<file path="src/rtl/gpu_pkg.sv">
// Shared GPU constants: GP0 opcode, VRAM geometry defaults, parameter field
// positions and the VRAM read-back FSM state type.
package gpu_pkg;

  localparam logic [7:0] GP0_B_VRAM2CPU = 8'hC0;

  localparam int VRAM_W_DEF = 1024;
  localparam int VRAM_H_DEF = 512;

  localparam int X_LSB = 0;
  localparam int X_MSB = 9;
  localparam int Y_LSB = 16;
  localparam int Y_MSB = 24;
  localparam int W_LSB = 0;
  localparam int W_MSB = 9;
  localparam int H_LSB = 16;
  localparam int H_MSB = 24;

  typedef enum logic [1:0] {
    IDLE,
    RD_LO,
    RD_HI,
    LAST
  } rb_state_t;

endpackage

</file>
<file path="src/rtl/fifo_16x32.sv">
// Word FIFO storage for the read-back path. It has no full/empty logic of its own:
// the owner tracks occupancy and never pushes into a full FIFO or pops an empty one.
module fifo_16x32 #(
  parameter int DEPTH = 16
) (
  input  logic        clk,
  input  logic        rst,
  input  logic        flush,
  input  logic        push,
  input  logic [31:0] wdata,
  input  logic        pop,
  output logic [31:0] rdata
);

  localparam int AW = $clog2(DEPTH);

  logic [31:0]   mem [DEPTH];
  logic [AW-1:0] wr_ptr;
  logic [AW-1:0] rd_ptr;

  always_ff @(posedge clk or posedge rst) begin
    if (rst) begin
      wr_ptr <= '0;
      rd_ptr <= '0;
    end else if (flush) begin
      wr_ptr <= '0;
      rd_ptr <= '0;
    end else begin
      if (push) wr_ptr <= wr_ptr + AW'(1);
      if (pop)  rd_ptr <= rd_ptr + AW'(1);
    end
  end

  // Storage array is not reset; the reader never looks at an unwritten slot.
  always_ff @(posedge clk) begin
    if (push && !flush) mem[wr_ptr] <= wdata;
  end

  assign rdata = mem[rd_ptr];

endmodule

</file>
<file path="src/rtl/gpu_vram_readback.sv">
// GP0 C0h VRAM-to-CPU copy: scans a rectangle of VRAM halfwords and packs them
// in pairs into a word FIFO that the GPUREAD port drains.
module gpu_vram_readback
  import gpu_pkg::*;
#(
  parameter int FIFO_DEPTH = 16,
  parameter int VRAM_W     = VRAM_W_DEF,
  parameter int VRAM_H     = VRAM_H_DEF
) (
  input  logic        clk,
  input  logic        rst,
  input  logic        soft_rst,
  input  logic        start,
  input  logic [31:0] xy_pos,
  input  logic [31:0] wh_size,
  output logic        busy,
  output logic        done,
  output logic        vram_req,
  output logic [19:0] vram_addr,
  input  logic        vram_gnt,
  input  logic [15:0] vram_rdata,
  input  logic        gpuread_re,
  output logic [31:0] gpuread_data,
  output logic        img_ready
);

  localparam int               OW        = $clog2(FIFO_DEPTH) + 1;
  localparam logic [9:0]       X_MASK    = 10'(VRAM_W - 1);
  localparam logic [8:0]       Y_MASK    = 9'(VRAM_H - 1);
  localparam logic [OW-1:0]    OCC_LIMIT = OW'(FIFO_DEPTH - 2);

  rb_state_t     state, next_state;
  logic [9:0]    x0, cur_x, col, w_m1;
  logic [8:0]    cur_y, row, h_m1;
  logic [15:0]   lo_q;
  logic [OW-1:0] occ;
  logic [31:0]   last_word, fifo_head, push_data;
  logic          phase, rvalid_q, last_q;
  logic          req_q, req_d, done_q, done_d;
  logic          grant, is_last, space_ok, push, pop;
  logic          unused_bits;

  assign unused_bits = ^{xy_pos[31:25], xy_pos[15:10], wh_size[31:25], wh_size[15:10]};

  assign grant     = req_q & vram_gnt;
  assign is_last   = (col == w_m1) && (row == h_m1);
  assign space_ok  = (occ <= OCC_LIMIT);
  assign push      = rvalid_q && (phase || last_q) && !soft_rst;
  assign push_data = phase ? {vram_rdata, lo_q} : {16'h0000, vram_rdata};
  assign pop       = gpuread_re && (occ != '0) && !soft_rst;

  always_ff @(posedge clk or posedge rst) begin
    if (rst) begin
      state  <= IDLE;
      req_q  <= 1'b0;
      done_q <= 1'b0;
    end else begin
      state  <= next_state;
      req_q  <= req_d;
      done_q <= done_d;
    end
  end

  // A low-halfword request is only raised with room for the word already in
  // flight plus this one; once raised it is held until granted.
  always_comb begin
    next_state = state;
    req_d      = 1'b0;
    done_d     = 1'b0;
    case (state)
      IDLE:  if (start) next_state = RD_LO;
      RD_LO: if (grant) next_state = is_last ? LAST : RD_HI;
      RD_HI: if (grant) next_state = is_last ? LAST : RD_LO;
      LAST: begin
        if (push) begin
          next_state = IDLE;
          done_d     = 1'b1;
        end
      end
      default: next_state = IDLE;
    endcase
    if (soft_rst) begin
      next_state = IDLE;
      done_d     = 1'b0;
    end
    if (next_state == RD_HI) req_d = 1'b1;
    else if (next_state == RD_LO) req_d = (state == RD_LO && req_q && !vram_gnt) || space_ok;
  end

  always_ff @(posedge clk or posedge rst) begin
    if (rst) begin
      rvalid_q  <= 1'b0;
      last_q    <= 1'b0;
      phase     <= 1'b0;
      lo_q      <= '0;
      occ       <= '0;
      last_word <= '0;
    end else begin
      rvalid_q <= grant && !soft_rst;
      last_q   <= grant && is_last;
      if (soft_rst) begin
        phase <= 1'b0;
      end else if (rvalid_q) begin
        if (!phase) lo_q <= vram_rdata;
        phase <= !phase && !last_q;
      end
      occ <= soft_rst ? '0 : occ + OW'(push) - OW'(pop);
      if (pop) last_word <= fifo_head;
    end
  end

  // Scan position: x wraps within a row, y wraps across rows, independently.
  always_ff @(posedge clk or posedge rst) begin
    if (rst) begin
      x0    <= '0;
      cur_x <= '0;
      cur_y <= '0;
      col   <= '0;
      row   <= '0;
      w_m1  <= '0;
      h_m1  <= '0;
    end else if (state == IDLE && start && !soft_rst) begin
      x0    <= xy_pos[X_MSB:X_LSB] & X_MASK;
      cur_x <= xy_pos[X_MSB:X_LSB] & X_MASK;
      cur_y <= xy_pos[Y_MSB:Y_LSB] & Y_MASK;
      col   <= '0;
      row   <= '0;
      w_m1  <= wh_size[W_MSB:W_LSB] - 10'd1;
      h_m1  <= wh_size[H_MSB:H_LSB] - 9'd1;
    end else if (grant && !is_last) begin
      if (col == w_m1) begin
        col   <= '0;
        row   <= row + 9'd1;
        cur_x <= x0;
        cur_y <= (cur_y + 9'd1) & Y_MASK;
      end else begin
        col   <= col + 10'd1;
        cur_x <= (cur_x + 10'd1) & X_MASK;
      end
    end
  end

  fifo_16x32 #(
    .DEPTH(FIFO_DEPTH)
  ) u_fifo (
    .clk  (clk),
    .rst  (rst),
    .flush(soft_rst),
    .push (push),
    .wdata(push_data),
    .pop  (pop),
    .rdata(fifo_head)
  );

  assign busy         = (state != IDLE);
  assign done         = done_q;
  assign vram_req     = req_q;
  assign vram_addr    = {cur_y, cur_x, 1'b0};
  assign img_ready    = (occ != '0);
  assign gpuread_data = img_ready ? fifo_head : last_word;

endmodule

</file>
<file path="config.mk">
export PLATFORM = sky130hd
export DESIGN_NAME = gpu_vram_readback
export DESIGN_NICKNAME = d
export VERILOG_FILES = /design/src/rtl/gpu_pkg.sv /design/src/rtl/fifo_16x32.sv /design/src/rtl/gpu_vram_readback.sv
export SDC_FILE = /design/constraint.sdc
export NUM_CORES = 1
export LEC_CHECK = 0
export BUFFER_PORTS_ARGS = -buffer_cell sky130_fd_sc_hd__buf_2
export CORE_MARGIN = 5
export CORE_UTILIZATION = 40
export DETAILED_ROUTE_END_ITERATION = 16
export MAX_ROUTING_LAYER = met4
export PLACE_DENSITY_LB_ADDON = 0.12
export SLEW_MARGIN = 40
export SYNTH_ARGS = -nofsm -noshare
export SYNTH_HDL_FRONTEND = slang
export SYNTH_HIERARCHICAL = 1
export SYNTH_SLANG_ARGS = --single-unit
</file>
<file path="constraint.sdc">
create_clock -name clk -period 3.86 [get_ports clk]
set_input_delay 0.772 -clock clk [delete_from_list [all_inputs] [get_ports clk]]
set_output_delay 0.772 -clock clk [all_outputs]
set_load 0.005 [all_outputs]
</file>
==> summary.md <==
| Metric | Value |
|---|---|
| Status | complete, no violations |
| Port bufs | 114 |
| P_sw | 4490 µW |
| WP buf/inv | 3 |
| GP Congestion | 0.804 |
| Number of stages on the worst setup path | 7 |
| Synth unique cells | 64 |
| Kind of launch point of the worst setup path | flip-flop |
| Clock latency on the worst-skew pair | ~0.60 ns |
| DR pass1 iterations | 5 |
| GR Layer Usage met2 | 28.9% |
| H-tree depth | 3 |
| Data required, critical path | 3.09 ns |
| Crit Path Max Fanout | 16 |
| Crit path max-delay family | multiplexers |
| Clock sink count | 647 |
| Final Cell Area | slightly above 30000 µm² |
| Final Total Pwr | 18000 µW |
| WS Path Type | flip-flop to output port |
| Endpoint class of the critical path | output port |
| NumNets Final | 1798 |
| Total number of vias | 14300 |
| Via density | between 5 and 6 |
| Initial Utilization | 40.4% |
| Peak VDD IR | 376 µV |
| Switching portion of total power | 24.9% |
| Core Util, Final | 47.1% |
| Antenna violations before repair | 2 |
| Main synth FF type | edfxtp_1 |
| Final clock skew | 0.0179 ns |
| Slew of the pin with the lowest slew margin | approximately 0.74 ns |
| Synth area leader | edfxtp_1 |
| M1 GR Usage | about a quarter |
| Most frequent CP cell | buf_12 |
| Top post-synthesis cells by area | edfxtp_1, dfrtp_1, mux4_2 |
| Core area | about 66000 µm² |
| Die area | slightly above 70000 µm² |
| Clock share of power | 36.5% |
| GR Layer Usage met3 | 2.97% |
| Vias in the first global route | roughly 15000 |
| CP max-delay cell | dfrtp_4 |
| MaxCap Viol Count | 0 |
| Avg Cell Area, Syn | 17.4 µm² |
| RSZ-0062 raised after global routing | no |
| TNS Setup | 0 ns |
| PD cells | 581 nW/µm² |
| Most common cell after layout, fill and taps aside | edfxtp_1 |
| Post-Syn Area | 26600 µm² |
| Antenna-violating nets left | 0 |
| # DRC | 0 |
| Final worst-path cycle share | between 90% and 100% |
| Seq/Total Area, Yosys | 70.4% |
| CTS tree | built |
| GRT Util Overall | between 10% and 20% |
| Worst path max stage delay | around 0.59 ns |
| Syn nets | approximately 1600 |
| Cells after Synth | 1532 |
| Worst EP arrival | 2.92 ns |
| Synth Register Bits | 647 |
| CP Cell Sequence | buf_12 > buf_12 > mux4_2 > a22oi_1 > nand2_1 > mux2_2 > buf_2 |
| Slew Viols, Final | 0 |
| Routed len/inst | 24.5 µm |
| Clock-pin slew on the worst setup and hold paths | 0.06 ns |
| Post-Route WL | 64000 µm |
| CTS Buffer Depth | 3 |
| Area delta synth->final | 16.5% |
| F_max | 271 MHz |
| Final setup vio count | 0 |
| Async SR Flop Fraction | 20.9% |
| Pint | 13500 µW |
| Most frequent cells in the layout | edfxtp_1, dfrtp_1, mux4_2, buf_2, nand2_1 |
| Total CTS buffers | 71 |
| Hold Buf Count CTS | 0 |
| Die span in x | 268 µm |
| Sequential share of power | 46.9% |
| Yosys top cell area share | 57.7% |
| Worst R2R Path Depth | 6 |
| Fillers | 5623 |
| Max-slew headroom | 50.8% |
| Hold slack | 0.204 ns |
| IO Pins | 142 |
| Die Height | 268 µm |
| Synth Warn # | 6 |
| Final-report hold violation count | 0 |
| Minimum clock period | 3.69 ns |
| Logic pwr share | 16.6% |
| Placed Area | approximately 29000 µm² |
| EDFF count, synth | 512 |
| Initial DRC Count | a little over 900 |
| Largest net degree at the start of global routing | 63 |
| Lkg Pwr | 0.0107 µW |
| Layout cells sized above 1 | 30.6% |
| Global routing's busiest layer | met2 |
| Worst hold-check path type | input port to async pin |
| Congestion Overflow GR | 0 |
| CTS Root Cell | clkbuf_16 |
| Hpwl dp | between 30000 and 40000 µm |
| First-pass GRT wire length | 96900 µm |
| # rows | 94 |
-- worst reg2reg max path: cells and delay by family (launching register included) --
family / cells / cell delay, ns
AND/OR/NAND/NOR: 3 / 1.60
flip-flops: 1 / 0.43
AO/OA/AOI/OAI: 2 / 0.44
XOR/XNOR: 1 / 0.17
-- per-stage QoR --
step / std cells / worst slack, ns
global placement: 2477 / 0.545
floorplan: 1532 / 0.225
CTS: 2611 / 0.0883
finish: 2614 / 0.171
detailed placement: 2479 / 0.640
global route: 2613 / 0.0120
-- power groups by stage --
stage / Sequential [µW] / Clock (µW) / Combinational (µW)
3_3_place_gp: 8590 / 0 / 2990
3_5_place_dp: 8610 / 0 / 3050
6_report: 8460 / 6580 / 2990
4_1_cts: 8460 / 6770 / 3080
2_1_floorplan: 8470 / 0 / 2140
5_1_grt: 8520 / 7070 / 3340
-- worst paths after layout --
check / slack (ns) / from / to
setup / recovery: 0.17 / u_fifo/rd_ptr[0] / gpuread_data[9]
hold / removal: 0.20 / rst / u_fifo/rd_ptr[3]
setup reg to reg: 1.12 / col[5] / cur_x[8]
hold reg to reg: 0.47 / x0[3] / x0[3]
max in group asynchronous: 2.83 / rst / cur_x[4]
min in group clk: 0.38 / xy_pos[19] / cur_y[3]
-- sequential cells by signal (all words and copies together), names as in the netlist --
| signal | cells |
|---|---|
| col | 10 |
| cur_x | 10 |
| cur_y | 9 |
| done | 1 |
| h_m1 | 9 |
| last_q | 1 |
| last_word | 32 |
| lo_q | 16 |
| occ | 5 |
| phase | 1 |
| row | 9 |
| rvalid_q | 1 |
| state | 2 |
| u_fifo/mem | 512 |
| u_fifo/rd_ptr | 4 |
| u_fifo/wr_ptr | 4 |
| vram_req | 1 |
| w_m1 | 10 |
| x0 | 10 |
-- area by class of cell --
type / count / area (µm²) / share of cell area, %
multi-input combinational: 776 / 7570 / 24.4
inverter: 23 / 90.1 / 0.290
clock buffer: 97 / 1970 / 6.34
sequential: 647 / 18800 / 60.5
clock inverter: 32 / 292 / 0.940
tap: 864 / 1080 / 3.48
antenna: 3 / 7.51 / 0.0242
timing repair buffer: 172 / 1260 / 4.06
-- synth_stat cells, types with 24 or more instances --
cell type  count
a22oi_1       66
mux2_2        96
xnor2_1       48
a21oi_1       26
o21ai_0       28
nor2_1        67
nor3_1        24
edfxtp_1     512
dfrtp_1      135
nand2_1      113
mux4_2       128
clkbuf_1      56
-- kinds of logic after synthesis --
logic type,after synthesis,share of synthesized area (%)
flip-flops,647,70.4
AND/OR/NAND/NOR,313,5.76
multiplexers,230,15.1
AO/OA/AOI/OAI,150,3.77
buffers and inverters,109,1.90
XOR/XNOR,61,2.01
adder cells (fa/ha/maj),21,1.01
other,1,0.0141
-- what timing repair did --
action,in CTS,in global routing
gates resized for setup,0,1
setup buffers,3,0
setup endpoints to repair,4,1
-- routing by layer --
layer / up-vias / share of wire (%)
li1: 6323 / -
met1: 7545 / 45
met2: 330 / 48
met3: 87 / 5.0
met4: 0 / 1.8
met5: - / 0
No activity file was read; power rests on OpenSTA's default activity.
